$ cat src/rtl/wb_slave_mem.sv
// rtl/wb_slave_mem.sv - Wishbone classic single-port memory slave with wait states and debug counters
//
// Purpose:
//   Terminates Wishbone classic cycles against a DEPTH-word memory mapped at
//   word address BASE_ADDR. In-range accesses end with ack_o and out-of-range
//   accesses end with err_o. Each response is a single-cycle pulse.
//   WAIT_CYCLES inserts extra cycles between accepting a request and responding.
//   Saturating counters report committed writes, completed reads and errors.
//
// Ports:
//   clk_i        in   1           clock, rising edge
//   rst_i        in   1           asynchronous reset, active low
//   cyc_i        in   1           bus cycle valid
//   stb_i        in   1           strobe
//   we_i         in   1           1 = write, 0 = read
//   adr_i        in   ADR_WIDTH   word address
//   dat_i        in   DATA_WIDTH  write data
//   sel_i        in   1           write qualifier (0 = write suppressed but still acked)
//   dat_o        out  DATA_WIDTH  read data, held until the next successful read
//   ack_o        out  1           normal termination pulse
//   err_o        out  1           error termination pulse
//   wr_count_o   out  CNT_WIDTH   committed writes (saturating)
//   rd_count_o   out  CNT_WIDTH   completed reads (saturating)
//   err_count_o  out  CNT_WIDTH   error terminations (saturating)

module wb_slave_mem #(
    parameter int ADR_WIDTH   = 32,
    parameter int DATA_WIDTH  = 32,
    parameter int DEPTH       = 16,
    parameter int BASE_ADDR   = 0,
    parameter int WAIT_CYCLES = 0,
    parameter int CNT_WIDTH   = 16
) (
    input  logic                  clk_i,
    input  logic                  rst_i,
    input  logic                  cyc_i,
    input  logic                  stb_i,
    input  logic                  we_i,
    input  logic [ADR_WIDTH-1:0]  adr_i,
    input  logic [DATA_WIDTH-1:0] dat_i,
    input  logic                  sel_i,
    output logic [DATA_WIDTH-1:0] dat_o,
    output logic                  ack_o,
    output logic                  err_o,
    output logic [CNT_WIDTH-1:0]  wr_count_o,
    output logic [CNT_WIDTH-1:0]  rd_count_o,
    output logic [CNT_WIDTH-1:0]  err_count_o
);

    localparam int                   IDX_W     = (DEPTH > 1) ? $clog2(DEPTH) : 1;
    localparam logic [ADR_WIDTH-1:0] BASE_A    = ADR_WIDTH'(BASE_ADDR);
    localparam logic [ADR_WIDTH-1:0] DEPTH_A   = ADR_WIDTH'(DEPTH);
    // The counter is loaded with WAIT_CYCLES-1 because the cycle that sees
    // zero is itself the last wait cycle before the response edge.
    localparam logic [3:0]           WAIT_LOAD = (WAIT_CYCLES > 0) ? 4'(WAIT_CYCLES - 1) : 4'd0;

    typedef enum logic [1:0] {
        ST_IDLE = 2'd0,
        ST_WAIT = 2'd1,
        ST_RESP = 2'd2
    } state_t;

    // ------------------------------------------------------------------
    // Registers
    // ------------------------------------------------------------------
    state_t                  r_state;
    logic [3:0]              r_wait_cnt;
    logic                    r_we;
    logic                    r_sel;
    logic                    r_in_range;
    logic [IDX_W-1:0]        r_idx;
    logic [DATA_WIDTH-1:0]   r_dat;
    logic [DATA_WIDTH-1:0]   r_dat_o;
    logic                    r_ack;
    logic                    r_err;
    logic [CNT_WIDTH-1:0]    r_wr_cnt;
    logic [CNT_WIDTH-1:0]    r_rd_cnt;
    logic [CNT_WIDTH-1:0]    r_err_cnt;
    logic [DATA_WIDTH-1:0]   r_mem [DEPTH];

    // ------------------------------------------------------------------
    // Combinational signals
    // ------------------------------------------------------------------
    logic                    w_req;
    logic                    w_borrow;
    logic [ADR_WIDTH-1:0]    w_idx;
    logic                    w_in_range;
    state_t                  w_next_state;
    logic                    w_accept;
    logic                    w_go_resp;
    logic                    w_cur_we;
    logic                    w_cur_sel;
    logic                    w_cur_in_range;
    logic [IDX_W-1:0]        w_cur_idx;
    logic [DATA_WIDTH-1:0]   w_cur_dat;
    logic                    w_mem_we;

    assign w_req = cyc_i & stb_i;

    // The subtraction is one bit wider so that the borrow flags addresses
    // below BASE_ADDR. Without it they would wrap around and could appear
    // to be in range.
    assign {w_borrow, w_idx} = {1'b0, adr_i} - {1'b0, BASE_A};
    assign w_in_range        = ~w_borrow & (w_idx < DEPTH_A);

    // With zero wait states the response edge is also the accept edge, so
    // the operands come straight from the bus. Otherwise they come from the
    // values latched at accept.
    always_comb begin
        w_cur_we       = r_we;
        w_cur_sel      = r_sel;
        w_cur_in_range = r_in_range;
        w_cur_idx      = r_idx;
        w_cur_dat      = r_dat;
        if (r_state == ST_IDLE) begin
            w_cur_we       = we_i;
            w_cur_sel      = sel_i;
            w_cur_in_range = w_in_range;
            w_cur_idx      = w_idx[IDX_W-1:0];
            w_cur_dat      = dat_i;
        end
    end

    // ------------------------------------------------------------------
    // Next-state logic
    // ------------------------------------------------------------------
    always_comb begin
        w_next_state = r_state;
        w_accept     = 1'b0;
        w_go_resp    = 1'b0;
        case (r_state)
            ST_IDLE: begin
                if (w_req) begin
                    w_accept = 1'b1;
                    if (WAIT_CYCLES == 0) begin
                        w_next_state = ST_RESP;
                        w_go_resp    = 1'b1;
                    end else begin
                        w_next_state = ST_WAIT;
                    end
                end
            end
            ST_WAIT: begin
                // Dropping cyc_i abandons the access silently, even on the
                // last wait cycle.
                if (!cyc_i) begin
                    w_next_state = ST_IDLE;
                end else if (r_wait_cnt == 4'd0) begin
                    w_next_state = ST_RESP;
                    w_go_resp    = 1'b1;
                end
            end
            ST_RESP: begin
                w_next_state = ST_IDLE;
            end
            default: begin
                w_next_state = ST_IDLE;
            end
        endcase
    end

    function automatic logic [CNT_WIDTH-1:0] sat_inc(input logic [CNT_WIDTH-1:0] v);
        return (&v) ? v : v + 1'b1;
    endfunction

    // ------------------------------------------------------------------
    // State, response and counter registers
    // ------------------------------------------------------------------
    always_ff @(posedge clk_i or negedge rst_i) begin
        if (!rst_i) begin
            r_state    <= ST_IDLE;
            r_wait_cnt <= 4'd0;
            r_we       <= 1'b0;
            r_sel      <= 1'b0;
            r_in_range <= 1'b0;
            r_idx      <= '0;
            r_dat      <= '0;
            r_dat_o    <= '0;
            r_ack      <= 1'b0;
            r_err      <= 1'b0;
            r_wr_cnt   <= '0;
            r_rd_cnt   <= '0;
            r_err_cnt  <= '0;
        end else begin
            r_state <= w_next_state;
            r_ack   <= 1'b0;
            r_err   <= 1'b0;

            if (w_accept) begin
                r_we       <= we_i;
                r_sel      <= sel_i;
                r_in_range <= w_in_range;
                r_idx      <= w_idx[IDX_W-1:0];
                r_dat      <= dat_i;
                r_wait_cnt <= WAIT_LOAD;
            end else if ((r_state == ST_WAIT) && cyc_i && (r_wait_cnt != 4'd0)) begin
                r_wait_cnt <= r_wait_cnt - 4'd1;
            end

            if (w_go_resp) begin
                if (w_cur_in_range) begin
                    r_ack <= 1'b1;
                    if (w_cur_we) begin
                        if (w_cur_sel) begin
                            r_wr_cnt <= sat_inc(r_wr_cnt);
                        end
                    end else begin
                        r_dat_o  <= r_mem[w_cur_idx];
                        r_rd_cnt <= sat_inc(r_rd_cnt);
                    end
                end else begin
                    r_err     <= 1'b1;
                    r_err_cnt <= sat_inc(r_err_cnt);
                end
            end
        end
    end

    // ------------------------------------------------------------------
    // Memory array (not reset). The write is qualified by rst_i so that an
    // edge arriving while reset is held cannot commit a zero-wait write.
    // ------------------------------------------------------------------
    assign w_mem_we = rst_i & w_go_resp & w_cur_in_range & w_cur_we & w_cur_sel;

    always_ff @(posedge clk_i) begin
        if (w_mem_we) begin
            r_mem[w_cur_idx] <= w_cur_dat;
        end
    end

    assign dat_o       = r_dat_o;
    assign ack_o       = r_ack;
    assign err_o       = r_err;
    assign wr_count_o  = r_wr_cnt;
    assign rd_count_o  = r_rd_cnt;
    assign err_count_o = r_err_cnt;

endmodule

$ cat config.mk
export PLATFORM = sky130hd
export DESIGN_NAME = wb_slave_mem
export DESIGN_NICKNAME = d
export VERILOG_FILES = /design/src/rtl/wb_slave_mem.sv
export SDC_FILE = /design/constraint.sdc
export NUM_CORES = 1
export LEC_CHECK = 0
export ABC_AREA = 1
export BUFFER_PORTS_ARGS = -buffer_cell sky130_fd_sc_hd__buf_2
export CORE_ASPECT_RATIO = 1.75
export CORE_UTILIZATION = 61
export DETAILED_ROUTE_END_ITERATION = 6
export GPL_ROUTABILITY_DRIVEN = 0
export GPL_TIMING_DRIVEN = 1
export PLACE_DENSITY_LB_ADDON = 0.2
export SLEW_MARGIN = 20
export SYNTH_ARGS = -nofsm -noshare
export SYNTH_HDL_FRONTEND = slang
export SYNTH_SLANG_ARGS = --single-unit
$ cat constraint.sdc
create_clock -name clk_i -period 4.5 [get_ports clk_i]
set_clock_uncertainty 0.05 [all_clocks]
set_input_delay 0.225 -clock clk_i [delete_from_list [all_inputs] [get_ports clk_i]]
set_output_delay 0.225 -clock clk_i [all_outputs]
set_load 0.02 [all_outputs]
# After elaboration in Yosys (flattened, before gate mapping)
# Memories as Yosys holds them, arrays and structs flattened. A register that Yosys moved wholly into a read port is not among the register bits.
# Index checks and enable logic that the tools add are counted.
# totals
out_inout_bits	82
register_bits	95
elab_cells	68
ram_bits	512
memories	1
# memory_table
memory	depth	word_bits	rd	rd_ports_with_merged_regs	write_ports	line_no	source
r_mem	16	32	1	1	1	79	logic [DATA_WIDTH-1:0] r_mem [DEPTH];
# op_classes
add_sub_neg	4
n_reduce_logical	15
bitwise	10
order_cmp	1
eq_ne	3
muxes	22
# op_table
op	count
16-bit by 1-bit adder with 16-bit output, second input constant	3
16-bit AND reduction	3
32-bit by 5-bit < comparator with 1-bit output, second input constant	1
32-bit 2-to-1 mux	1
1-bit 2-to-1 mux	13
4-bit 2-to-1 mux	3
2-bit 2-to-1 mux	3
3-bit AND reduction	2
1-bit AND	5
1-bit NOT	5
5-bit AND reduction	1
4-bit zero test	1
2-bit one-hot mux with 2 select lines	1
4-bit AND reduction	1
4-bit nonzero test	1
4-bit by 1-bit subtractor with 4-bit output, second input constant	1
3-bit != test, second input constant	1
2-bit by 1-bit equality test with 1-bit output, second input constant	1
1-bit logical AND	2
2-bit zero test	1
2-bit != test, second input constant	1
1-bit one-hot mux with 2 select lines	1
2-bit AND reduction	1
2-bit nonzero test	1
1-bit zero test	1

# Depth between registers and ports, before layout
# Gate-level depths: netlist of run 1.
# depth
ltp_word	10
mapped_depth	15

# Least setup slack after synthesis of run 1
# Ideal clock, no wire load.
# synth_timing
path_type	register to register
start	reg r_state[1]
end	mem r_mem[4][0], enable pin
stages_incl_launch_ff	10
synth_period_minus_slack_ns	4.074
slack_ns	0.426
required_ns	3.989
n_path_buf	2
arrival_time_ns	3.563
cell_sequence	dfrtp_1 > buf_6 > inv_4 > nand3_2 > inv_2 > nand3_2 > nor2_1 > nand2_1 > buf_2 > nor3_1
# synth_between
elab_chain_len	8
word_cells_on_any_way	13
cone_classes	eq/ne: 1; mux: 7; bitwise: 4; reduce/logical: 1
# synth_rtl
item	line_no	source
start: declaration	66	state_t r_state;
start signal: assignment	185	r_state <= w_next_state;
2-bit by 1-bit equality test with 1-bit output or 2-bit zero test (tied branches)	131, 115	
1-bit one-hot mux with 2 select lines	131	case (r_state)
1-bit AND (4 in series)	223	assign w_mem_we = rst_i & w_go_resp & w_cur_in_range & w_cur_we & w_cur_sel;
1-bit 2-to-1 mux	226	if (w_mem_we) begin
1-bit 2-to-1 mux (not written as such)	227	r_mem[w_cur_idx] <= w_cur_dat;
end: declaration	79	
# Several ways; a longest one is shown, not always the timed one.

# Worst setup path after layout of run 1
# layout_timing
start	reg r_state[1]
end	reg r_dat_o[11], in the netlist dat_o[11], read port of r_mem
# layout_between
elab_chain_len	4
word_cells_on_any_way	8
cone_classes	eq/ne: 1; mux: 4; bitwise: 1; reduce/logical: 2
# layout_rtl
item	line_no	source
parallel branches: the longest is 4 deep, another holds 3-bit AND reduction	n/a	
end: declaration	73	logic [DATA_WIDTH-1:0] r_dat_o;
# Several ways; the timed one is not identified.
# A chain may end at the register's enable or synchronous reset.

==> impl_metrics.csv, run 1 <==
group,metric,value,unit
grt,first_global_vias,20660,
clock_network,cts.sinks,634,
grt,grt_max_degree,187,
final_layout,area_growth,13.81,%
clock_network,cts_root_buf,"clkbuf_16",
floorplan,fp-row-count,103,
synthesis,synth_cell_types,34,
grt,overflow,0,
placed_design,portBuffers,151,
sta,period_needed,3.394,ns
worst_setup_path,startpoint_type,"flip-flop",
clock_network,cts_setup_buffers,0,
clock_network,cts_tree,"built",
sta,drv_slew,0,
worst_setup_path,rr_worst_depth,12,
clock_network,cts_hold_buf,40,
drt,drc,0,
drt,postRouteAntennaNets,0,
final_layout,fillers,3281,
synthesis,yosysWarnings,0,
synthesis,yosysSeqAreaShare,0.6625,
placed_design,dpl.hpwl,40910,um
grt,busiest_layer,"met2",
drt,wire_per_inst,19.87,um
drt,drtIter0Drc,2157,
grt,antenna_found_initial,0,
sta,timing.fmax,294.7,MHz
worst_setup_path,required,4.97,ns
run,cap_violations,0,
clock_network,cts.clk_slew.worst_paths,0.07,ns
floorplan,die_w,163.4,um
sta,rsz0062_at_grt,"no",
grt,globalRouteTotalUtil,0.3168,
synthesis,synth_area_per_cell,9.774,um^2
grt,met3_usage,0.03809,
worst_setup_path,cp.arrival,3.87,ns
power,ir_worst_vdd,0.2941,mV
status,status,"finished with violations",
clock_network,cts_buffers,55,
worst_setup_path,cp_max_fo,67,
worst_setup_path,critical_path_class,"reg -> reg",
synthesis,syn_area,0.02782,mm^2
drt,vias,20770,
power,leakagePower,13.71,nW
drt,routed_wl,72310,um
sta,setup_ws,1.106,ns
floorplan,initial_core_util,0.6167,
min_path,hold_path.class,"in -> async",
floorplan,num_io_pins,152,
floorplan,die_y,284.5,um
clock_network,clock_latency,0.59,ns
final_layout,diodes,0,
sta,tns,0,ns
synthesis,netlist_instances,2846,
final_layout,final-seq-area,0.01843,mm^2
placed_design,dp_slack,1.168,ns
sta,worstMarginPinSlew,1.103,ns
final_layout,drive_gt1_frac,0.1208,
synthesis,syn_nets,2919,
floorplan,dieArea,0.04649,mm^2
grt,grt_first_pass_wirelength,111400,um
drt,via_per_inst,5.709,
clock_network,cts_htree_levels,2,
clock_network,postCtsResizedCells,0,
grt,use_met1,0.3857,
power,powerDensity,405.1,mW/mm^2
sta,slew_headroom,0.2594,
sta,finalHoldViolations,1,
sta,setup_viol,0,
final_layout,nNetsFinal,3090,
synthesis,synth-seq-cells,634,
final_layout,multi_input_area,0.008195,mm^2
clock_network,cts_buffer_depth,3,
floorplan,coreArea,0.04511,mm^2
worst_setup_path,cp-end-kind,"flip-flop",
sta,period_share,0.7541,
drt,drtPass1Iterations,5,
status,violations,"hold timing",
grt,gr-usage-met2,0.5605,
sta,fin_hold_ws,-0.002302,ns
path summary, 6_finish.rpt:
path / to / from / slack [ns]
min in group clk_i: ack_o / stb_i / 0.06
max: dat_o[11] / r_state[1] / 1.11
min reg2reg: r_dat[31] / r_dat[31] / 0.43
min: dat_o[30] / rst_i / -0.002
max reg2reg: dat_o[11] / r_state[1] / 1.11
max in group asynchronous: r_state[1] / rst_i / 2.52
cell usage in the layout (no fill, tap or decap), types with 3 or more instances in the layout:
cell type,synthesis,final
nand2_1,1303,1303
edfxtp_1,512,512
nand3_1,280,279
inv_1,157,157
buf_2,89,150
dfrtp_1,122,121
nor2_1,112,112
o21ai_0,88,68
buf_4,6,66
clkbuf_16,0,57
dlygate4sd3_1,0,40
nand4_1,22,22
xor2_1,19,19
o21ai_2,1,14
xnor2_1,14,14
nor3_2,5,13
nor3_1,25,13
clkbuf_1,41,12
clkinv_2,0,10
clkbuf_8,0,10
bufinv_16,0,9
o21ai_1,1,8
inv_2,9,8
nor2_4,4,5
nand3_2,3,4
nor3_4,0,4
and2_1,3,3
nand2_4,2,3
ha_1,3,3
buf_12,0,3
worst max-delay path, stage by stage, from the launching register on:
cell and delay (ns):
dfrtp_2 0.58, buf_4 0.30, nand2_4 0.12, buf_4 0.65, buf_4 0.80, nand3_1 0.15
nand2_1 0.12, nand2_1 0.07, nand2_1 0.12, nand2_1 0.08, nand3_1 0.12, nor2_1 0.05
nor2_1 0.07
cells in the mapped netlist (all sizes together):
library cell	instances	share of area
nand3	283	0.051
nand4	22	0.0049
nor3	30	0.0063
nor4	1	0.00023
o21ai	92	0.017
and2	3	0.00067
or2	1	0.00023
nor3b	1	0.00027
nor2	119	0.017
a21oi	1	0.00018
nand3b	2	0.00054
xor2	19	0.0060
dfrtp	122	0.11
edfxtp	512	0.55
buf	105	0.021
ha	3	0.0013
xnor2	14	0.0044
nand2	1308	0.18
inv	167	0.023
clkbuf	41	0.0055
final cells by class:
type                       count  area share
multi-input combinational   1899      0.2589
clock inverter                23     0.01115
clock buffer                  79     0.05083
timing repair buffer         260     0.05426
inverter                     167     0.01996
sequential                   634      0.5821
tap                          577     0.02280
through the flow:
step / total power [W] / cell area (um^2) / cells / hold WS [ns] / utilization
after CTS: 0.01285 / 31630 / 3639 / 0.002526 / 0.7012
after detailed placement: 0.007813 / 29260 / 3497 / 0.04126 / 0.6488
after floorplan: 0.007416 / 27820 / 2846 / -0.1206 / -
final: 0.01282 / 31660 / 3639 / -0.002302 / 0.7019
after global routing: 0.01320 / 31660 / 3639 / 0.01730 / 0.7019
after global placement: 0.007775 / 29240 / 3497 / 0.03997 / 0.6483
flip-flops by register name (all words and copies together), names as in the netlist:
register and flops:
r_mem 512, dat_o 32, r_dat 32, err_count_o 16
rd_count_o 16, wr_count_o 16, r_idx 4, ack_o 1
err_o 1, r_in_range 1, r_sel 1, r_state 1
r_we 1
kinds of logic (layout without fill, tap and decap cells):
| family | after synthesis | in the layout | share of synthesized area |
|---|---|---|---|
| adder cells (fa/ha/maj) | 3 | 3 | 0.001350 |
| flip-flops | 634 | 634 | 0.6625 |
| AO/OA/AOI/OAI | 93 | 93 | 0.01768 |
| AND/OR/NAND/NOR | 1770 | 1770 | 0.2594 |
| XOR/XNOR | 33 | 33 | 0.01039 |
| buffers and inverters | 313 | 529 | 0.04876 |
power breakdown:
part | internal (W) | total, W | switching, W
Sequential | 0.00647 | 0.00654 | 0.0000638
Combinational | 0.000333 | 0.00120 | 0.000868
Clock | 0.00300 | 0.00509 | 0.00208
routing by layer:
layer | share of wire | vias up | wire length, um
met5 | 0 | - | 0
met3 | 0.082 | 206 | 5916
met4 | 0.040 | 0 | 2881
li1 | - | 9628 | -
met2 | 0.52 | 1052 | 37480
met1 | 0.36 | 9888 | 26030
No activity file was read; power rests on OpenSTA's default activity.
==> run 2: changes to the inputs <==
- CORE_UTILIZATION: 61 -> 55
- clock period: 4.5 -> 3.1 ns (I/O delays scaled with it)
==> impl_metrics.csv, run 2 (same netlist as run 1, synthesis figures left out) <==
group,metric,value,unit
status,status,"completed",
drt,postRouteAntennaNets,0,
sta,worstMarginPinSlew,0.8296,ns
worst_setup_path,critical_path_class,"in -> reg",
drt,drc,0,
drt,vias,20670,
placed_design,placed_cell_area,0.02962,mm^2
grt,overflow,0,
floorplan,fp-row-count,108,
sta,slew_headroom,0.4470,
placed_design,dpl.hpwl,43460,um
grt,grt_first_pass_wirelength,111200,um
final_layout,area_growth,14.59,%
final_layout,mostFrequentLayoutCell,"nand2_1",
final_layout,diodes,0,
min_path,hold_path.class,"in -> async",
clock_network,cts_buffer_depth,3,
final_layout,drive_gt1_frac,0.1210,
sta,setup_ws,0.3156,ns
sta,setup_viol,0,
final_layout,largest_register_ffs,512,
clock_network,clock_latency,0.61,ns
placed_design,dp_slack,0.5600,ns
floorplan,die_w,172,um
power,p_total,0.01826,W
final_layout,final_cell_mix,"nand2_1 (1303), edfxtp_1 (512), nand3_1 (280), inv_1 (157), buf_2 (150)",
worst_setup_path,cp_max_fo,25,
worst_setup_path,cp-end-kind,"flip-flop",
drt,drtIter0Drc,1893,
sta,tns,0,ns
sta,period_share,0.8982,
grt,antenna_found_initial,0,
clock_network,postCtsResizedCells,0,
worst_setup_path,startpoint_type,"primary input",
worst_setup_path,required,3.30,ns
worst_setup_path,cp.arrival,2.99,ns
sta,finalHoldViolations,0,
drt,via_per_inst,5.501,
final_layout,fin_area,0.03188,mm^2
final_layout,fillers,3959,
power,powerDensity,572.7,mW/mm^2
clock_network,cts.sinks,634,
floorplan,num_io_pins,152,
sta,fin_hold_ws,0.06347,ns
grt,first_global_vias,20910,
clock_network,cts_buffers,56,
power,leakagePower,13.78,nW
sta,drv_slew,0,
drt,routed_wl,72070,um
final_layout,regMostFlops,"r_mem",
grt,globalRouteTotalUtil,0.2860,
clock_network,cts.clk_slew.worst_paths,0.06,ns
clock_network,cts_htree_levels,2,
floorplan,dieArea,0.05151,mm^2
floorplan,coreArea,0.04973,mm^2
floorplan,die_y,299.5,um
floorplan,initial_core_util,0.5594,
placed_design,portBuffers,151,
drt,drtPass1Iterations,7,
sta,period_needed,2.784,ns
clock_network,cts_root_buf,"clkbuf_16",
clock_network,cts_tree,"built",
final_layout,nNetsFinal,3123,
grt,grt_max_degree,132,
run,cap_violations,0,
drt,wire_per_inst,19.18,um
sta,rsz0062_at_grt,"no",
sta,timing.fmax,359.1,MHz
power,ir_worst_vdd,0.4763,mV
run 2: changes by cell type in the layout (fill, tap and decap cells not counted), moves of 3 or more:
cell	change
clkbuf_1	-3
buf_4	+23
dlygate4sd3_1	+4
o21ai_0	+20
o21ai_1	-7
buf_12	+5
clkbuf_8	-9
clkinv_1	+16
bufinv_16	-3
o21ai_2	-13
run 2: worst max-delay path, cell delays in order:
cell and delay (ns):
dlygate4sd3_1 0.54, buf_2 0.13, nor2_1 0.07, dlygate4sd3_1 0.55, nand2_1 0.05, nor2_1 0.25
nand3_2 0.17, nor2_1 0.13, nand2_1 0.10, buf_4 0.27, nor3_2 0.16, buf_4 0.40
run 2: stage by stage:
stage / std cells / utilization
after floorplan: 2846 / -
after global placement: 3607 / 0.5952
after detailed placement: 3608 / 0.5956
after CTS: 3758 / 0.6410
after global routing: 3758 / 0.6410
final: 3758 / 0.6410
run 2: path summary, 6_finish.rpt:
kind / from / endpoint / slack [ns] / cells after the start
worst max-delay path: adr_i[4] / r_mem[9][31] / 0.32 / 12
worst min-delay path: rst_i / err_count_o[10] / 0.06 / 2
worst max register to register: r_state[1] / dat_o[29] / 0.45 / 11
worst min register to register: r_dat[27] / r_dat[27] / 0.43 / 2
max in group asynchronous: rst_i / r_dat[23] / 1.68 / 4
min in group clk_i: adr_i[7] / rd_count_o[1] / 0.13 / 8
run 2: cell type report:
class                   instances  area [um^2]  area share
clock inverters                39        342.8     0.01076
well taps                     660        825.8     0.02591
inverters                     167        631.9     0.01982
flip-flops and latches        634        18430      0.5782
repair buffers                292         2031     0.06371
clock buffers                  67         1474     0.04624
multi-input cells            1899         8142      0.2554
run 2: routing by layer:
metal  track usage  share of wire
met1        0.3239           0.37
met2        0.5242           0.53
met3       0.03222          0.062
met4        0.1431          0.043
met5             0              0
run 2: power breakdown:
| part | internal, W | switching (W) | total (W) |
|---|---|---|---|
| sequential | 0.00939 | 0.0000971 | 0.00949 |
| clock | 0.00389 | 0.00308 | 0.00696 |
| combinational | 0.000522 | 0.00128 | 0.00180 |
| total | 0.0138 | 0.00446 | 0.0183 |
run 2: repair_timing:
action,in CTS,in global routing
buffers inserted,0,0
hold endpoints to repair,87,0
hold buffers,44,0
